$ cat config.mk
export PLATFORM = sky130hd
export DESIGN_NAME = hs_sink_fifo
export DESIGN_NICKNAME = d
export VERILOG_FILES = /design/src/rtl/hs_sink_fifo.sv
export SDC_FILE = /design/constraint.sdc
export NUM_CORES = 1
export LEC_CHECK = 0
export CORE_ASPECT_RATIO = 0.75
export CORE_UTILIZATION = 40
export CTS_CLUSTER_DIAMETER = 60
export DETAILED_ROUTE_END_ITERATION = 6
export SLEW_MARGIN = 20
export SYNTH_ARGS = -nofsm -noshare
export SYNTH_HDL_FRONTEND = slang
export SYNTH_SLANG_ARGS = --single-unit
$ cat constraint.sdc
create_clock -name clk -period 3.5 [get_ports clk]
set_input_delay 1.05 -clock clk [delete_from_list [all_inputs] [get_ports clk]]
set_output_delay 1.05 -clock clk [all_outputs]
set_load 0.05 [all_outputs]
$ cat src/rtl/hs_sink_fifo.sv
// Consumer end of a four-phase ready/done handshake feeding a first-word fall-through FIFO.
// One word is captured per handshake; pops are independent and underflow is sticky.
module hs_sink_fifo #(
  parameter int unsigned DATA_BITWIDTH = 8,
  parameter int unsigned DEPTH         = 4,
  parameter int unsigned CNT_BITS      = 3
) (
  input  logic                     clk,
  input  logic                     rst_n,
  input  logic [DATA_BITWIDTH-1:0] data_in,
  input  logic                     ready_in,
  output logic                     done_in,
  input  logic                     rd_en,
  output logic [DATA_BITWIDTH-1:0] rd_data,
  output logic                     empty,
  output logic                     full,
  output logic [CNT_BITS-1:0]      count,
  output logic                     err_underflow
);

  localparam int unsigned PtrBits = $clog2(DEPTH);

  typedef enum logic [0:0] {
    StIdle,
    StAck
  } state_e;

  state_e                     r_state;
  state_e                     w_state_next;
  logic [DATA_BITWIDTH-1:0]   r_mem [DEPTH];
  logic [PtrBits-1:0]         r_wr_ptr;
  logic [PtrBits-1:0]         r_rd_ptr;
  logic [CNT_BITS-1:0]        r_count;
  logic                       r_err_underflow;
  logic                       w_wr;
  logic                       w_rd;

  // Full is taken from the registered count, so a pop on a full FIFO defers the write one edge.
  assign w_wr = (r_state == StIdle) && ready_in && !full;
  assign w_rd = rd_en && !empty;

  always_comb begin
    w_state_next = r_state;
    unique case (r_state)
      StIdle:  if (w_wr) w_state_next = StAck;
      StAck:   if (!ready_in) w_state_next = StIdle;
      default: w_state_next = StIdle;
    endcase
  end

  always_ff @(posedge clk or negedge rst_n) begin
    if (!rst_n) begin
      r_state <= StIdle;
    end else begin
      r_state <= w_state_next;
    end
  end

  always_ff @(posedge clk or negedge rst_n) begin
    if (!rst_n) begin
      for (int i = 0; i < int'(DEPTH); i++) begin
        r_mem[i] <= '0;
      end
    end else if (w_wr) begin
      r_mem[r_wr_ptr] <= data_in;
    end
  end

  always_ff @(posedge clk or negedge rst_n) begin
    if (!rst_n) begin
      r_wr_ptr        <= '0;
      r_rd_ptr        <= '0;
      r_count         <= '0;
      r_err_underflow <= 1'b0;
    end else begin
      if (w_wr) r_wr_ptr <= r_wr_ptr + PtrBits'(1);
      if (w_rd) r_rd_ptr <= r_rd_ptr + PtrBits'(1);
      case ({w_wr, w_rd})
        2'b10:   r_count <= r_count + CNT_BITS'(1);
        2'b01:   r_count <= r_count - CNT_BITS'(1);
        default: r_count <= r_count;
      endcase
      if (rd_en && empty) r_err_underflow <= 1'b1;
    end
  end

  assign done_in       = (r_state == StAck);
  assign rd_data       = r_mem[r_rd_ptr];
  assign count         = r_count;
  assign empty         = (r_count == '0);
  assign full          = (r_count == CNT_BITS'(DEPTH));
  assign err_underflow = r_err_underflow;

endmodule

==> key figures <==
Route
  – Final wirelength: 3.51 mm
  – DR DRC count: 0
  – ANT nets after route: 0
  – Drt via density: 5.05
  – WL/cell: 16.5 um
  – Iter 0 DRT Violations: 41
  – TritonRoute pass-1 iters: 4
  – Vias: 1,076

Logic synthesis
  – Netlist cell types: 22
  – Post-synthesis sequential area ratio: 54.6%
  – Synth warn: 0
  – Yosys reg bits: 41
  – Synthesized net count: 139
  – Synth Instances: 121
  – Avg Cell Area, Syn: 15.5 um^2
  – Synthesized cell area: 0.00188 mm^2

Global routing
  – Largest net degree at the start of global routing: 42
  – Busiest grt layer: met2
  – Vias in the first global route: 1,062
  – Global-route wire length before repair: 5.63 mm
  – Total congestion overflow: 0
  – M3 GR Usage: 5.19%
  – Antenna violations before repair: 0
  – GR Layer Usage met1: 23.4%
  – Gr usage total: 16.6%
  – M2 GR Usage: 23.4%

Outcome
  – Status: finished clean

Floorplanning
  – Die area: 0.00498 mm^2
  – Floorplan row count: 21
  – Die W: 81.2 um
  – Starting Density: 41.9%
  – # IOs: 27
  – Core area: 0.00449 mm^2
  – Die height: 61.4 um

Critical path
  – WS Path Type: flip-flop to output pin
  – Reg-to-reg critical path startpoint: count[0]
  – CP endpoint kind: output pin
  – Req. time, crit path: 2450 ps
  – Startpoint types: flip-flop
  – Arrival @ worst endpoint: 2220 ps
  – Worst-path maximum fanout: 7
  – CP startpoint: r_rd_ptr[0]

Final layout
  – Antenna cells: 0
  – Share of cells above drive strength 1: 37.8%
  – FILL cells: 377
  – Post-layout nets: 173
  – Layout area overhead: 23.7%

Clock network
  – Number of setup buffers added after CTS: 0
  – CTS tree: done
  – Clk root buf: clkbuf_8
  – Clock tree buffer depth: 2
  – CTS clk-pin slew, worst paths: 80 ps
  – Clock Sinks: 41
  – Worst-skew pair later-pin latency: 290 ps
  – # hold bufs at CTS: 0
  – Htree depth: 2
  – Cts bufs inserted: 5
  – PostCTS Resize Cnt: 0

Placement
  – Post-DP HPWL: 2.35 mm
  – Gpl congestion: 0.681
  – # port buffers: 26

STA
  – Setup_tns: 0 ps
  – Fin crit share: 93.3%
  – Unrepaired setup endpoints after global routing: false
  – Worst-Margin Slew: 936 ps
  – Relative slew margins: 37.6%
  – Worst Clk Skew: 4.61 ps
  – Max-slew violations: 0
  – Min Tclk post-route: 3270 ps
  – Max Clk Rate: 0.306 GHz
  – Final hold vios: 0
  – Final setup viols: 0

Min path
  – Hold path start: err_underflow
  – Hold Crit Class: flip-flop to flip-flop

Flow run
  – Maxcap violations: 0
## worst paths after layout
| path | end | slack, ps | cells past startpoint |
|---|---|---|---|
| setup / recovery | rd_data[4] | 230 | 3 |
| hold / removal | err_underflow | 460 | 1 |
| setup reg to reg | count[2] | 1260 | 9 |
| hold reg to reg | err_underflow | 460 | 1 |
| max in group asynchronous | r_mem[25] | 2020 | 1 |
| min in group asynchronous | r_mem[31] | 890 | 1 |
## cell usage in the layout, fill, tap and decap left out, drive strengths merged
cell	n
nand2	4
nor2	1
a21o	1
fa	1
inv	7
clkinv	2
o31a	1
mux2i	1
clkbuf	5
a21boi	1
clkdlybuf4s50	25
clkinvlp	1
ha	5
mux2	33
buf	6
xnor2	3
nor3b	2
dfrtp	41
xor2	3
nor3	4
nor4bb	1
mux4	8
## metal layers
layer	vias to the layer above	share of wire (%)
li1	503	-
met1	553	49
met2	15	46
met3	5	3.5
met4	0	1.6
met5	-	0
## cell families after synthesis
group / synth area share (%)
buffers and inverters: 2.33
flip-flops: 54.6
multiplexers: 29.9
AO/OA/AOI/OAI: 1.26
adder cells (fa/ha/maj): 4.39
AND/OR/NAND/NOR: 4.79
XOR/XNOR: 2.79
## through the flow
step	cells	hold slack [ps]	instance area [um^2]	worst slack [ps]	util, %
global route	213	521	2330	143	51.8
detailed placement	205	443	2240	379	49.8
floorplan	121	475	1880	614	-
finish	213	458	2330	233	51.8
CTS	213	462	2330	185	51.8
global placement	205	440	2240	478	49.8
## cell usage after synthesis
cell type,number,area [um^2]
xnor2_1,3,26.3
dfrtp_1,41,1030
nand2_1,4,15.0
mux2i_1,1,10.0
nor3_2,3,30.0
nor3b_4,1,18.8
buf_1,1,3.75
inv_1,7,26.3
a21boi_0,1,7.51
buf_2,2,10.0
o31a_1,1,8.76
a21o_1,1,7.51
nor4bb_1,1,10.0
fa_1,1,20.0
clkbuf_1,1,3.75
xor2_1,3,26.3
nor2_1,1,3.75
mux2_2,33,372
nor3_1,1,5.00
ha_1,5,62.6
nor3b_1,1,7.51
mux4_2,8,180
## sequential cells by signal, indices dropped and copies added, names as in the netlist
register and count:
r_rd_ptr 2, r_wr_ptr 2, err_underflow 1, r_mem 32
count 3, done_in 1
## final cells by class
class,count,area [um^2],area share (%)
flip-flops and latches,41,1030,44.1
multi-input cells,69,811,34.9
repair buffers,31,305,13.1
well taps,57,71.3,3.07
clock buffers,5,68.8,2.96
inverters,7,26.3,1.13
clock inverters,3,17.5,0.753
## worst max-delay path, cell delays in order, from the launching register on
cell and delay [ps]:
dfrtp_1 520, buf_12 180, mux4_2 500, clkdlybuf4s50_1 720
Power is left out: the tool's default activity adds up to more than one toggle a clock period on the data nets, which glitch-free logic cannot reach.
